[config.mk]
export PLATFORM = sky130hd
export DESIGN_NAME = cook_timer_sequencer
export DESIGN_NICKNAME = d
export VERILOG_FILES = /design/src/rtl/cook_timer_sequencer_pkg.sv /design/src/rtl/cook_timer_sequencer_press_hold_qualifier.sv /design/src/rtl/cook_timer_sequencer.sv
export SDC_FILE = /design/constraint.sdc
export NUM_CORES = 1
export LEC_CHECK = 0
export ABC_AREA = 1
export CORE_MARGIN = 10
export CORE_UTILIZATION = 35
export CTS_CLUSTER_SIZE = 8
export DETAILED_ROUTE_END_ITERATION = 12
export GPL_TIMING_DRIVEN = 0
export SYNTH_ARGS = -nofsm -noshare
export SYNTH_HDL_FRONTEND = slang
export SYNTH_HIERARCHICAL = 1
export SYNTH_SLANG_ARGS = --single-unit
[constraint.sdc]
create_clock -name clk -period 5.65 [get_ports clk]
set_input_delay 0.565 -clock clk [delete_from_list [all_inputs] [get_ports clk]]
set_output_delay 0.565 -clock clk [all_outputs]
set_load 0.02 [all_outputs]
[src/rtl/cook_timer_sequencer_pkg.sv]
// Shared definitions for the microwave cook timer: state codes, defaults and
// the MM:SS BCD countdown step also used by the display formatter.
package cook_timer_sequencer_pkg;

    typedef enum logic [2:0] {
        ST_IDLE  = 3'd0,
        ST_ENTRY = 3'd1,
        ST_COOK  = 3'd2,
        ST_PAUSE = 3'd3,
        ST_DONE  = 3'd4
    } state_t;

    localparam logic [7:0] QUICK_SEC_DEFAULT       = 8'h30;
    localparam int         DONE_BEEP_TICKS_DEFAULT = 3;
    localparam int         HOLD_CYCLES_DEFAULT     = 4;

    // One-second BCD decrement of {min_tens, min_ones, sec_tens, sec_ones}.
    // Seconds above 59 count down literally; 00:00 stays 00:00.
    function automatic logic [15:0] bcd_dec4(input logic [15:0] t);
        logic [3:0] mt;
        logic [3:0] mo;
        logic [3:0] st;
        logic [3:0] so;
        {mt, mo, st, so} = t;
        if (so != 4'd0) begin
            so = so - 4'd1;
        end else if (st != 4'd0) begin
            st = st - 4'd1;
            so = 4'd9;
        end else if (mo != 4'd0) begin
            mo = mo - 4'd1;
            st = 4'd5;
            so = 4'd9;
        end else if (mt != 4'd0) begin
            mt = mt - 4'd1;
            mo = 4'd9;
            st = 4'd5;
            so = 4'd9;
        end
        return {mt, mo, st, so};
    endfunction

endpackage

[src/rtl/cook_timer_sequencer_press_hold_qualifier.sv]
// Qualifies the stop button: a rising-edge strobe and a one-shot long-press
// strobe on the cycle the HOLD_CYCLES-th consecutive high sample is taken.
module press_hold_qualifier #(
    parameter int HOLD_CYCLES = 4
) (
    input  logic clk,
    input  logic clear,
    input  logic stop,
    output logic stop_rise,
    output logic stop_long
);

    localparam int             CW        = $clog2(HOLD_CYCLES + 1);
    localparam logic [CW-1:0]  HOLD_MAX  = CW'(HOLD_CYCLES);
    localparam logic [CW-1:0]  HOLD_LAST = CW'(HOLD_CYCLES - 1);

    logic [CW-1:0] hold_cnt_reg;
    logic          stop_prev_reg;

    always_ff @(posedge clk) begin
        if (clear) begin
            hold_cnt_reg  <= '0;
            stop_prev_reg <= 1'b0;
        end else begin
            stop_prev_reg <= stop;
            if (!stop) begin
                hold_cnt_reg <= '0;
            end else if (hold_cnt_reg != HOLD_MAX) begin
                hold_cnt_reg <= hold_cnt_reg + 1'b1;
            end
        end
    end

    assign stop_rise = stop && !stop_prev_reg;
    // Fires only on the edge that moves the counter onto HOLD_MAX; saturation keeps it single-shot.
    assign stop_long = stop && (hold_cnt_reg == HOLD_LAST);

endmodule

[src/rtl/cook_timer_sequencer.sv]
// Microwave cook timer: keypad MM:SS entry, 1 Hz BCD countdown with pause on
// door/stop, quick-start, long-press clear and end-of-cook beep.
module cook_timer_sequencer
    import cook_timer_sequencer_pkg::*;
#(
    parameter logic [7:0] QUICK_SEC       = QUICK_SEC_DEFAULT,
    parameter int         DONE_BEEP_TICKS = DONE_BEEP_TICKS_DEFAULT,
    parameter int         HOLD_CYCLES     = HOLD_CYCLES_DEFAULT
) (
    input  logic        clk,
    input  logic        clear,
    input  logic        tick,
    input  logic        key_valid,
    input  logic [3:0]  key_digit,
    input  logic        start,
    input  logic        stop,
    input  logic        door_open,
    output logic [15:0] time_bcd,
    output logic        mag_on,
    output logic        beep,
    output logic [2:0]  state_o
);

    localparam int            BW        = $clog2(DONE_BEEP_TICKS + 1);
    localparam logic [BW-1:0] BEEP_LAST = BW'(DONE_BEEP_TICKS - 1);

    state_t        state_reg;
    logic [15:0]   time_reg;
    logic          mag_on_reg;
    logic          beep_reg;
    logic [BW-1:0] beep_cnt_reg;

    logic          stop_rise;
    logic          stop_long;
    logic [15:0]   time_dec;
    logic          key_ok;
    logic          start_ok;
    logic          time_zero;

    press_hold_qualifier #(
        .HOLD_CYCLES(HOLD_CYCLES)
    ) u_stop_qual (
        .clk       (clk),
        .clear     (clear),
        .stop      (stop),
        .stop_rise (stop_rise),
        .stop_long (stop_long)
    );

    assign time_dec  = bcd_dec4(time_reg);
    assign key_ok    = key_valid && (key_digit <= 4'd9);
    assign start_ok  = start && !door_open;
    assign time_zero = (time_reg == 16'h0000);

    // mag_on/beep are set on the very edge that enters or leaves COOK/DONE,
    // so they always track state_o without lag.
    always_ff @(posedge clk) begin
        if (clear || stop_long) begin
            state_reg    <= ST_IDLE;
            time_reg     <= 16'h0000;
            mag_on_reg   <= 1'b0;
            beep_reg     <= 1'b0;
            beep_cnt_reg <= '0;
        end else begin
            case (state_reg)
                ST_IDLE: begin
                    if (start_ok && time_zero) begin
                        state_reg  <= ST_COOK;
                        time_reg   <= {8'h00, QUICK_SEC};
                        mag_on_reg <= 1'b1;
                    end else if (key_ok) begin
                        state_reg <= ST_ENTRY;
                        time_reg  <= {time_reg[11:0], key_digit};
                    end
                end
                ST_ENTRY: begin
                    if (stop_rise) begin
                        state_reg <= ST_IDLE;
                        time_reg  <= 16'h0000;
                    end else if (start_ok && !time_zero) begin
                        state_reg  <= ST_COOK;
                        mag_on_reg <= 1'b1;
                    end else if (key_ok) begin
                        time_reg <= {time_reg[11:0], key_digit};
                    end
                end
                ST_COOK: begin
                    if (door_open || stop_rise) begin
                        state_reg  <= ST_PAUSE;
                        mag_on_reg <= 1'b0;
                    end else if (tick) begin
                        time_reg <= time_dec;
                        if (time_dec == 16'h0000) begin
                            state_reg    <= ST_DONE;
                            mag_on_reg   <= 1'b0;
                            beep_reg     <= 1'b1;
                            beep_cnt_reg <= '0;
                        end
                    end
                end
                ST_PAUSE: begin
                    if (stop_rise) begin
                        state_reg <= ST_IDLE;
                        time_reg  <= 16'h0000;
                    end else if (start_ok && !time_zero) begin
                        state_reg  <= ST_COOK;
                        mag_on_reg <= 1'b1;
                    end
                end
                ST_DONE: begin
                    if (stop_rise) begin
                        state_reg    <= ST_IDLE;
                        time_reg     <= 16'h0000;
                        beep_reg     <= 1'b0;
                        beep_cnt_reg <= '0;
                    end else if (tick) begin
                        if (beep_cnt_reg == BEEP_LAST) begin
                            state_reg    <= ST_IDLE;
                            beep_reg     <= 1'b0;
                            beep_cnt_reg <= '0;
                        end else begin
                            beep_cnt_reg <= beep_cnt_reg + 1'b1;
                        end
                    end
                end
                default: begin
                    state_reg    <= ST_IDLE;
                    time_reg     <= 16'h0000;
                    mag_on_reg   <= 1'b0;
                    beep_reg     <= 1'b0;
                    beep_cnt_reg <= '0;
                end
            endcase
        end
    end

    assign time_bcd = time_reg;
    assign mag_on   = mag_on_reg;
    assign beep     = beep_reg;
    assign state_o  = state_reg;

endmodule

# Word level (Yosys, flattened, before mapping)
# Index checks and enable logic that the tools add are counted.
# Widths: inputs -> output; s select.
[totals] wordCells=121 ramBits=0 latchBits=0 mem_count=0 romBits=0 output_inout_bits=21 register_bits=27
[op_classes] n_eq_ne=21 reduce_logical=27 n_shift=0 div_mod_pow=0 bitwise_logic=3 n_mul=0 mux=56 n_addsub=6 magnitude_cmp=1
[ops] operator="$mux 16" count=7
[ops] operator="$mux 4" count=16
[ops] operator="$pmux 16 s4" count=1
[ops] operator="$logic_not 16->1" count=2
[ops] operator="$mux 3" count=10
[ops] operator="$ne 3x3->1 const B" count=7
[ops] operator="$reduce_and 6->1" count=3
[ops] operator="$reduce_bool 4->1" count=4
[ops] operator="$sub 4x1->4 const B" count=4
[ops] operator="$mux 1" count=12
[ops] operator="$mux 2" count=6
[ops] operator="$pmux 3 s4" count=1
[ops] operator="$ne 2x2->1 const B" count=5
[ops] operator="$eq 3x2->1 const B" count=3
[ops] operator="$logic_and 1x1->1" count=6
[ops] operator="$pmux 2 s3" count=1
[ops] operator="$reduce_or 2->1" count=3
[ops] operator="$reduce_and 5->1" count=1
[ops] operator="$le 4x4->1 const B" count=1
[ops] operator="$ne 2x1->1 const B" count=2
[ops] operator="$pmux 1 s4" count=1
[ops] operator="$reduce_and 4->1" count=1
[ops] operator="$add 3x1->3 const B" count=1
[ops] operator="$eq 3x1->1 const B" count=1
[ops] operator="other kinds (10)" count=15

# Longest topological paths before layout
[depth] depth_word=10 ltp_mapped=18 mapped_depth_nobuf=18

# Cells and area by module
# The synthesis kept the hierarchy.
[by_module_without_submodules] mod="cook_timer_sequencer" seq_area_each_um2=460.4 instances=1 area_each_um2=2108.3 cells_each=367
[by_module_without_submodules] mod="press_hold_qualifier" seq_area_each_um2=80.1 instances=1 area_each_um2=206.4 cells_each=28

# Least setup slack after synthesis
# Ideal clock, no wire load.
[synth_timing] path_kind="flip-flop to flip-flop" from="register time_reg[0] (netlist: time_bcd[0])" to="register beep_reg (netlist: beep)" t_required_ns=5.537 stages_incl_launch_ff=15 period_less_slack_ns=2.101 setup_slack_ns=3.549 arrival_ns=1.988 n_path_buf=0 cell_sequence="dfxtp_1 inv_1 ha_1 nand2_4 inv_1 or2_2 and2_1 nand4_1 nor2_1 nand2_1 nand2_2 nand3_1 nand2_1 nand2_1 nor2_1"
[synth_between] elab_chain_cells=7
[synth_lines] item="start, declared" line_no="cook_timer_sequencer.sv:28" rtl="logic [15:0] time_reg;"
[synth_lines] item="start signal, assigned" line_no="cook_timer_sequencer.sv:69" rtl="time_reg <= {8'h00, QUICK_SEC};"
[synth_lines] item="start signal, assigned" line_no="cook_timer_sequencer.sv:73" rtl="time_reg <= {time_reg[11:0], key_digit};"
[synth_lines] item="start signal, assigned" line_no="cook_timer_sequencer.sv:84" rtl="time_reg <= {time_reg[11:0], key_digit};"
[synth_lines] item="parallel branches: the longest is 4 deep, another holds $sub 4x1->4"
[synth_lines] item="$logic_not 16->1 *" line_no="cook_timer_sequencer.sv:93" rtl="if (time_dec == 16'h0000) begin"
[synth_lines] item="$ne 2x2->1 (no line) *"
[synth_lines] item="$reduce_and 6->1 (no line) *"
[synth_lines] item="end signal, assigned" line_no="cook_timer_sequencer.sv:96" rtl="beep_reg <= 1'b1;"
[synth_lines] item="end signal, assigned" line_no="cook_timer_sequencer.sv:114" rtl="beep_reg <= 1'b0;"
[synth_lines] item="end signal, assigned" line_no="cook_timer_sequencer.sv:119" rtl="beep_reg <= 1'b0;"
[synth_lines] item="end, declared" line_no="cook_timer_sequencer.sv:30" rtl="logic beep_reg;"
# Every way passes the cells marked *.
# A chain may end at the register's enable or synchronous reset.

# Worst setup path after layout
[layout_timing] from="input stop" to="register beep_reg (netlist: beep)"
[layout_between] elab_chain_cells=4
[layout_lines] item="start, declared" line_no="cook_timer_sequencer.sv:16" rtl="input logic stop,"
[layout_lines] item="$logic_and 1x1->1 *" line_no="cook_timer_sequencer_press_hold_qualifier.sv:34" rtl="assign stop_rise = stop && !stop_prev_reg;"
[layout_lines] item="net stop_rise" line_no="cook_timer_sequencer.sv:33" rtl="logic stop_rise;"
[layout_lines] item="$logic_or 1x1->1" line_no="cook_timer_sequencer.sv:88" rtl="if (door_open || stop_rise) begin"
[layout_lines] item="$ne 2x2->1 (no line)"
[layout_lines] item="$reduce_and 6->1 (no line)"
# The timed path passes the listed nets; every way through them passes the cells marked *.

==> metrics.txt <==
outcome=finished, final reports clean; Synth Cell Area=roughly 2300 um^2; Netlist cell types=35; Setup crit start kind=input port; DR WL/cell=approximately 14 um; min-delay worst type=reg -> reg; synthesized flop and latch total=27; vias per cell=5.17; skew final=about 6.2 ps; aggregate global routing overflow=0; antenna violations before repair=0; Post-Synthesis Cells=between 300 and 400; most used routing layer=met2; Syn Area/Cell=5.86 um^2; crit end category=flip-flop; WL final=around 7100 um; Hold Violations, Final=0; CP most frequent cell=nor2_1; met3 Resource Use GR=under 10%; GPL Wtd Cong=just over 0.9; sequential share of the synthesized area=between 20% and 30%; CTS tree=built; largest net degree at the start of global routing=17; Max Cap Viol=0; final net count=450; Routed Antenna Nets=0; Final setup viols=0; Post-CTS Setup Bufs=0; Syn Nets=~410; Die Area=slightly above 10000 um^2; Crit path required time=slightly below 6000 ps; vias post-DR=2619; starting DRC count in detailed routing=between 200 and 300; wire length of the first global-routing pass=~12000 um; critical path class=in -> reg; Worst-Margin Slew=roughly 820 ps; Initial Util=36.2%; number of global-route vias before repair=~2600; hold slack=502 ps; H-Tree Depth=1; clk root buf=clkbuf_8; IO Port Bufs=31; Antenna diodes=0; CP Data Arrival Time=approximately 2900 ps; slew margin rel.=about 45%; Crit-path slowest cell=nor4b_1; critical path peak fanout=6; Max Fclk=between 0.3 and 0.4 GHz; crit share post-route=48.0%; Max Slew Vio Count=0; CP Buf/Inv Count=3; clk buf depth=2; setup TNS=0 ps; die width=slightly above 100 um; CTS buffer count=3; core area=between 6000 and 7000 um^2; hold_buf cts=0; RSZ-0062 raised after global routing=false; Die Span Y=a little over 100 um; peak per-stage delay on the critical path=between 600 and 700 ps; Top delay family on crit path=simple AND/OR/NAND/NOR gates; DRC viols=0; Ys Warns=6; TritonCTS Sinks=27; Overall Global Routing Usage=between 10 and 15%; Final min period=around 2700 ps; worst skew pair latency=290 ps; Cell Chain, Critical Path=clkdlybuf4s50_1 > inv_2 > nor2_1 > inv_1 > nand3_1 > nor4b_1 > nand3_1 > nor2_1 > nor2_1; Core Rows=29; M2 GR Usage=roughly 25%; DR pass1 iterations=4; cts repair resizes=0; Area growth syn-to-layout=19.7%; met1 usage=roughly 17%; max reg flops=16; layout cells sized above 1=6.74%; io pins=32; hpwl dp=5550 um; Reg clk slew, reported paths=about 110 ps
-- placed cells by master, fill, tap and decap left out, types with 3 or more instances in the layout --
master,Yosys,layout
inv_1,38,38
buf_6,3,3
clkdlybuf4s50_1,0,31
ha_1,8,8
nor2_1,46,46
clkbuf_8,0,3
o21ai_0,28,28
nor3_1,6,6
a21oi_2,4,4
a21oi_1,22,22
clkbuf_1,6,6
o22ai_1,9,9
nand3_1,27,27
dfxtp_1,27,27
nand2_1,136,136
nand4_1,5,5
-- metal layers --
layer  up-vias  part of all wire [%]  wire length [um]
li1       1349                     -                 -
met1      1210                    46              3290
met2        56                    48              3420
met3         4                   5.5               392
met4         0                  0.62                44
met5         -                     0                 0
-- final cells by class --
type,count,area [um^2]
multi-input cells,315,1550
plain buffers,11,66.3
well taps,77,96.3
inverters,42,158
flip-flops and latches,27,541
fillers,696,3620
repair buffers,31,310
clock inverters,1,7.51
clock buffers,3,41.3
-- synthesized netlist by cell type, drive strengths merged --
cell	count	area, um^2
nor4b	1	8.76
buf	5	43.8
nor3	7	40.0
xor2	1	8.76
dfxtp	27	541
clkinv	2	7.51
nor3b	1	7.51
a211oi	1	7.51
nand3b	2	15.0
o22ai	9	56.3
nand4	5	31.3
a211o	1	8.76
o211ai	1	7.51
nand3	29	155
ha	8	100
or2	1	6.26
clkbuf	6	22.5
a21oi	26	145
and2	1	6.26
nand2	140	546
nor2	51	241
inv	40	150
o21ai	29	149
mux2i	1	10.0
-- metrics by stage --
stage          worst slack [ps]  cell area, um^2  cells  util [%]
4_1_cts                    2960             2770    507      43.4
3_5_place_dp               2650             2720    503      42.6
2_1_floorplan              3550             2310    395         -
3_3_place_gp               2670             2720    503      42.6
6_report                   2940             2770    507      43.4
5_1_grt                    2750             2770    507      43.4
-- cell families after synthesis --
group | Yosys count | share of synthesized area, %
fa+ha+maj | 8 | 4.32
flops | 27 | 23.4
xor+xnor | 1 | 0.378
simple gates | 238 | 45.7
mux | 1 | 0.432
buf+inv | 53 | 9.68
compound gates | 67 | 16.2
-- worst paths after layout --
check / depth (start not counted) / endpoint / start / slack (ps)
hold reg to reg: 2 / mag_on / mag_on / 500
hold / removal: 2 / mag_on / mag_on / 500
setup reg to reg: 14 / time_bcd[8] / time_bcd[8] / 3030
setup / recovery: 9 / beep / stop / 2940
-- worst min-delay path: cells and delay by family (launching register included) --
kind,cells,cell delay (ps)
compound gates,1,40
simple gates,1,90
flops,1,340
Power is not shown: default switching activity piles up to over one toggle a cycle in this logic, so the estimate is an artifact.
